**src/rtl/turbo_rsc_encoder_if.sv**
```systemverilog
// Bit-stream bundle for one constituent RSC encoder.
//   Input side : dataIn, look_now_in, flag_long_in (driven by the master)
//   Output side: sys_out, par_out, valid_out, look_now_out, tail_out,
//                flag_long_out, overrun (driven by the encoder, the slave)
interface turbo_rsc_encoder_if;
  logic dataIn;
  logic look_now_in;
  logic flag_long_in;
  logic sys_out;
  logic par_out;
  logic valid_out;
  logic look_now_out;
  logic tail_out;
  logic flag_long_out;
  logic overrun;

  modport master (
    output dataIn, look_now_in, flag_long_in,
    input  sys_out, par_out, valid_out, look_now_out, tail_out,
           flag_long_out, overrun
  );

  modport slave (
    input  dataIn, look_now_in, flag_long_in,
    output sys_out, par_out, valid_out, look_now_out, tail_out,
           flag_long_out, overrun
  );
endinterface

```
**src/rtl/turbo_rsc_encoder.sv**
```systemverilog
// LTE turbo constituent RSC encoder (g0 = 1+D^2+D^3 feedback, g1 = 1+D+D^3).
// Takes one serial bit per clock for a K-bit block framed by look_now_in,
// then appends 3 tail cycles that flush the trellis back to state 000.
// Ports:
//   clk   - system clock, rising edge
//   reset - synchronous, active-high
//   bus   - slave side of turbo_rsc_encoder_if (serial input, registered
//           systematic/parity outputs with framing and overrun flag)
//
// state | meaning
// IDLE  | waiting for look_now_in; accepting it encodes bit 0
// DATA  | encoding bits 1..K-1, cnt_q = index of the bit being consumed
// TAIL  | 3 termination cycles, cnt_q = tail index 0..2
module turbo_rsc_encoder #(
  parameter int K_SHORT = 1056,
  parameter int K_LONG  = 6144,
  parameter int CNT_W   = 13
) (
  input  logic              clk,
  input  logic              reset,
  turbo_rsc_encoder_if.slave bus
);

  localparam logic [CNT_W-1:0] LAST_S   = CNT_W'(K_SHORT - 1);
  localparam logic [CNT_W-1:0] LAST_L   = CNT_W'(K_LONG - 1);
  localparam logic [CNT_W-1:0] TAIL_END = CNT_W'(2);

  typedef enum logic [1:0] {IDLE, DATA, TAIL} state_t;

  state_t           state_q, state_d;
  logic [CNT_W-1:0] cnt_q, cnt_d;
  logic             flag_q, flag_d;
  logic             s1_q, s2_q, s3_q;

  logic sys_q, par_q, valid_q, look_q, tail_q, ovr_q;
  logic sys_d, par_d, valid_d, look_d, tail_d, ovr_d;

  logic             accept, consume, is_tail;
  logic             c_bit, a_bit, z_bit;
  logic [CNT_W-1:0] k_last, k_last_new;

  assign accept     = (state_q == IDLE) && bus.look_now_in;
  assign is_tail    = (state_q == TAIL);
  assign consume    = accept || (state_q == DATA) || is_tail;
  assign k_last     = flag_q ? LAST_L : LAST_S;
  assign k_last_new = bus.flag_long_in ? LAST_L : LAST_S;

  // Tail input is chosen so the feedback bit a becomes 0, draining the state.
  assign c_bit = is_tail ? (s2_q ^ s3_q) : bus.dataIn;
  assign a_bit = c_bit ^ s2_q ^ s3_q;
  assign z_bit = a_bit ^ s1_q ^ s3_q;

  always_ff @(posedge clk) begin
    if (reset) begin
      state_q <= IDLE;
      cnt_q   <= '0;
      flag_q  <= 1'b0;
      s1_q    <= 1'b0;
      s2_q    <= 1'b0;
      s3_q    <= 1'b0;
      sys_q   <= 1'b0;
      par_q   <= 1'b0;
      valid_q <= 1'b0;
      look_q  <= 1'b0;
      tail_q  <= 1'b0;
      ovr_q   <= 1'b0;
    end else begin
      state_q <= state_d;
      cnt_q   <= cnt_d;
      flag_q  <= flag_d;
      if (consume) begin
        s1_q <= a_bit;
        s2_q <= s1_q;
        s3_q <= s2_q;
      end
      sys_q   <= sys_d;
      par_q   <= par_d;
      valid_q <= valid_d;
      look_q  <= look_d;
      tail_q  <= tail_d;
      ovr_q   <= ovr_d;
    end
  end

  always_comb begin
    state_d = state_q;
    cnt_d   = cnt_q;
    flag_d  = flag_q;
    case (state_q)
      IDLE: begin
        if (bus.look_now_in) begin
          flag_d = bus.flag_long_in;
          if (k_last_new == '0) begin
            state_d = TAIL;
            cnt_d   = '0;
          end else begin
            state_d = DATA;
            cnt_d   = CNT_W'(1);
          end
        end
      end
      DATA: begin
        if (cnt_q == k_last) begin
          state_d = TAIL;
          cnt_d   = '0;
        end else begin
          cnt_d = cnt_q + CNT_W'(1);
        end
      end
      TAIL: begin
        if (cnt_q == TAIL_END) begin
          state_d = IDLE;
          cnt_d   = '0;
        end else begin
          cnt_d = cnt_q + CNT_W'(1);
        end
      end
      default: begin
        state_d = IDLE;
        cnt_d   = '0;
      end
    endcase
  end

  // Next values of the registered outputs.
  always_comb begin
    valid_d = consume;
    sys_d   = consume ? c_bit : 1'b0;
    par_d   = consume ? z_bit : 1'b0;
    look_d  = accept;
    tail_d  = is_tail;
    ovr_d   = bus.look_now_in && (state_q != IDLE);
  end

  assign bus.sys_out       = sys_q;
  assign bus.par_out       = par_q;
  assign bus.valid_out     = valid_q;
  assign bus.look_now_out  = look_q;
  assign bus.tail_out      = tail_q;
  assign bus.flag_long_out = flag_q;
  assign bus.overrun       = ovr_q;

endmodule

```
**src/flat_wrapper.sv**
```systemverilog
// flat-port wrapper written by rule: the top's interface ports become plain ports
module turbo_rsc_encoder_flat 
#(
  parameter int K_SHORT = 1056,
  parameter int K_LONG  = 6144,
  parameter int CNT_W   = 13
)
  (clk, reset, bus_dataIn, bus_look_now_in, bus_flag_long_in, bus_sys_out, bus_par_out, bus_valid_out, bus_look_now_out, bus_tail_out, bus_flag_long_out, bus_overrun);
  turbo_rsc_encoder_if bus_i ();
  input  logic clk;
  input  logic reset;
  input wire logic [$bits(bus_i.dataIn)-1:0] bus_dataIn;
  input wire logic [$bits(bus_i.look_now_in)-1:0] bus_look_now_in;
  input wire logic [$bits(bus_i.flag_long_in)-1:0] bus_flag_long_in;
  output wire logic [$bits(bus_i.sys_out)-1:0] bus_sys_out;
  output wire logic [$bits(bus_i.par_out)-1:0] bus_par_out;
  output wire logic [$bits(bus_i.valid_out)-1:0] bus_valid_out;
  output wire logic [$bits(bus_i.look_now_out)-1:0] bus_look_now_out;
  output wire logic [$bits(bus_i.tail_out)-1:0] bus_tail_out;
  output wire logic [$bits(bus_i.flag_long_out)-1:0] bus_flag_long_out;
  output wire logic [$bits(bus_i.overrun)-1:0] bus_overrun;
  assign bus_i.dataIn = bus_dataIn;
  assign bus_i.look_now_in = bus_look_now_in;
  assign bus_i.flag_long_in = bus_flag_long_in;
  assign bus_sys_out = bus_i.sys_out;
  assign bus_par_out = bus_i.par_out;
  assign bus_valid_out = bus_i.valid_out;
  assign bus_look_now_out = bus_i.look_now_out;
  assign bus_tail_out = bus_i.tail_out;
  assign bus_flag_long_out = bus_i.flag_long_out;
  assign bus_overrun = bus_i.overrun;
  turbo_rsc_encoder #(.K_SHORT(K_SHORT), .K_LONG(K_LONG), .CNT_W(CNT_W)) u_core (.clk(clk), .reset(reset), .bus(bus_i));
endmodule
```
**config.mk**
```make
export PLATFORM = sky130hd
export DESIGN_NAME = turbo_rsc_encoder_flat
export DESIGN_NICKNAME = d
export VERILOG_FILES = /design/src/rtl/turbo_rsc_encoder_if.sv /design/src/rtl/turbo_rsc_encoder.sv /design/src/flat_wrapper.sv
export SDC_FILE = /design/constraint.sdc
export NUM_CORES = 1
export LEC_CHECK = 0
export BUFFER_PORTS_ARGS = -buffer_cell sky130_fd_sc_hd__buf_2
export CORE_ASPECT_RATIO = 0.9
export CORE_UTILIZATION = 36
export CTS_CLUSTER_DIAMETER = 120
export DETAILED_ROUTE_END_ITERATION = 12
export GPL_TIMING_DRIVEN = 0
export SLEW_MARGIN = 0
export SYNTH_ARGS = -nofsm -noshare
export SYNTH_HDL_FRONTEND = slang
export SYNTH_SLANG_ARGS = --single-unit
export TNS_END_PERCENT = 100
```
**constraint.sdc**
```tcl
create_clock -name clk -period 2.15 [get_ports clk]
set_input_delay 0.1075 -clock clk [delete_from_list [all_inputs] [get_ports clk]]
set_output_delay 0.1075 -clock clk [all_outputs]
set_load 0.02 [all_outputs]
```
==> flow_summary.json <==
{
  "cts_root_buf": "clkbuf_8",
  "wl_met3_um": 100,
  "leakage_nw": 0.541,
  "clock_path_buffers": 2,
  "rsz0062_at_grt": "true",
  "clock_power_share": 0.313,
  "gp_congestion": 0.846,
  "yosys.cell_types.count": 33,
  "ff_latch_area_um2": 505,
  "grt_usage": 0.166,
  "avgSynthCellArea_um2": 7.80,
  "cpMostUsedCell": "or4_4",
  "slowest_stage": "or4_4",
  "fin_util": 0.458,
  "seq_power_share": 0.556,
  "setup_viol": 0,
  "status": "complete, no violations",
  "drt_wl_total_mm": 2.79,
  "netlist_top_cells_area": "dfxtp_1 41%, nand2_1 7.6%, nor2_1 7.0%",
  "critical_path_class": "reg -> reg",
  "end_kind": "flop",
  "num_io_pins": 12,
  "period_minus_slack_ns": 2.11,
  "dieWidth_um": 63.7,
  "multi_input_area_um2": 698,
  "cp.arrival_ns": 2.25,
  "grt-ovfl-total": 0,
  "ys.flop_type": "dfxtp_1",
  "cp_max_fo": 8,
  "portBuffers": 11,
  "clk_pin_slew_worst_paths_ns": 0.08,
  "tightest_slew_ns": 0.559,
  "drv_cap": 0,
  "hpwl_mm": 1.98,
  "synth_nets": 165,
  "fill_cells": 314,
  "synth_edf_count": 0,
  "cts_buffers": 3,
  "drive_gt1_frac": 0.162,
  "yosys_register_bits": 25,
  "yosysWarnings": 0,
  "power_uw": 878,
  "switching_power_uw": 223,
  "syn_area_um2": 1230,
  "routed-wl-met2_mm": 1.35,
  "synth.largest_area_cell": "dfxtp_1",
  "grt_start_max_net_pins": 14,
  "antenna_cells": 0,
  "ir_drop_uv": 279,
  "cp_top_family": "simple AND/OR/NAND/NOR gates",
  "antenna_found_initial": 0,
  "die_y_um": 57.5,
  "routedWlPerCell_um": 12.6,
  "holdWs_ns": 0.0859,
  "yosysSeqAreaShare": 0.406,
  "vias": 1162,
  "drtAntennaViolNets": 0,
  "cp_slowest_stage_delay_ns": 0.54,
  "rows": 19,
  "dieArea_um2": 3660,
  "first_iter_violations": 69,
  "postSynthCellCount": 158,
  "fp.coreArea_um2": 3160,
  "dr.pass1.iters": 4,
  "cts_tree": "built",
  "crit_required_ns": 2.30,
  "combinationalPowerShare": 0.131,
  "maxUsedRoutingLayer": "met4",
  "clock_latency_ns": 0.27,
  "finalCritPeriodShare": 0.980,
  "cts.sinks": 25,
  "cts_hold_buf": 0,
  "area_growth_pct": 17.5,
  "path_cells": "or4_4 > or4_4 > a21oi_4 > o21ai_4 > buf_6 > a22oi_2 > nor2_1",
  "crit_path_start_kind": "flop",
  "hold_viol": 0,
  "clock_skew_ns": 0.00343,
  "max_slew_margin": 0.625,
  "fmaxAchievable_mhz": 475,
  "power.density_nw_per_um2": 607,
  "intPower_uw": 655,
  "synth_top_area_frac": 0.406,
  "nets": 187,
  "start_util": 0.390,
  "swShare": 0.254,
  "maxSlewViolCount": 0,
  "hp-class": "in -> reg",
  "htreeDepth": 1,
  "path_buf_inv": 1,
  "vias_per_cell": 5.26,
  "async_reset_ff_frac": 0,
  "drc": 0,
  "drt-met1-wl_mm": 1.33,
  "grt_pass1_vias": 1046,
  "grt_pass1_wl_mm": 4.68
}
[state kept, by name, indices dropped and copies added, names as in the netlist]
signal and flops:
u_core.state_q 2, u_core.bus.par_out 1, u_core.bus.valid_out 1, u_core.bus.look_now_out 1, u_core.cnt_q 13, u_core.s1_q 1, u_core.s2_q 1, u_core.bus.sys_out 1
u_core.bus.tail_out 1, u_core.bus.flag_long_out 1, u_core.bus.overrun 1, u_core.s3_q 1
[cell type report]
class	instances	share of cell area
clock buffer	4	0.0311
timing repair buffer	17	0.0674
multi-input combinational	122	0.482
buffer	7	0.0233
inverter	4	0.0104
sequential	25	0.349
tap	42	0.0363
[power groups by stage]
stage,combinational (mW),sequential [mW],clock [mW]
global route,0.128,0.491,0.307
CTS,0.110,0.489,0.282
detailed placement,0.109,0.500,0
floorplan,0.0677,0.508,0
finish,0.115,0.488,0.275
global placement,0.106,0.499,0
[timing repair]
item / in CTS / in global routing
setup buffers: 1 / 4
resized for setup: 3 / 3
endpoints found under the hold margin: 0 / 0
pin swaps: 1 / 2
endpoints found under the setup margin: 10 / 10
gates cloned: 0 / 1
[cells in the mapped netlist, types with 3 or more instances]
cell type / n
nand3_1: 14
nand2_1: 25
xnor2_1: 3
nor3_1: 7
mux2i_1: 3
o21ai_0: 4
nand3b_1: 3
a21oi_1: 7
nor2_1: 23
dfxtp_1: 25
clkbuf_1: 5
a31oi_1: 8
nand2b_1: 3
inv_1: 4
[worst reg2reg max path: cells and delay by family (launching register included)]
kind	cells	cell delay, ns
AND/OR/NAND/NOR	3	1.03
AO/OA/AOI/OAI	3	0.48
flip-flops	1	0.34
buffers and inverters	1	0.15
[per-stage QoR]
step | setup slack, ns | TNS [ns] | cells | instance area, um^2
2_1_floorplan | 0.0592 | 0 | 158 | 1230
3_5_place_dp | -0.0932 | -0.210 | 211 | 1340
5_1_grt | -0.00984 | -0.00984 | 221 | 1450
4_1_cts | 0.00735 | 0 | 216 | 1410
3_3_place_gp | -0.0958 | -0.215 | 211 | 1340
6_report | 0.0440 | 0 | 221 | 1450
[cell families after synthesis]
family | count (synthesis) | synth area share
and+or+nand+nor | 85 | 0.322
AOI/OAI and AO/OA | 27 | 0.152
DFF | 25 | 0.406
buffers and inverters | 11 | 0.0396
xor gates and xnor gates | 5 | 0.0355
muxes | 3 | 0.0244
adders and majority gates | 2 | 0.0203
[metal layers]
metal  global-route usage  vias to the layer above
li1                     -                      596
met1                0.208                      540
met3               0.0420                        2
met5                    0                        -
met4               0.0584                        0
met2                0.275                       24
[layout by cell type (no fill, tap or decap), types with 5 or more instances in the layout]
cell type and n:
clkbuf_1 6, dfxtp_1 23, nor2_1 23, a21oi_1 7
nand2_1 25, nand3_1 14, buf_2 12, nor3_1 7
a31oi_1 8, buf_4 5
[final timing paths]
path,start,end,slack (ns),depth (start not counted)
worst max register to register,u_core.cnt_q[12],u_core.cnt_q[1],0.04,7
worst max-delay path,u_core.cnt_q[12],u_core.cnt_q[1],0.04,7
worst min register to register,u_core.cnt_q[6],u_core.cnt_q[6],0.50,2
worst min-delay path,reset,u_core.cnt_q[2],0.09,2
Power figures use the tool's default switching activity.
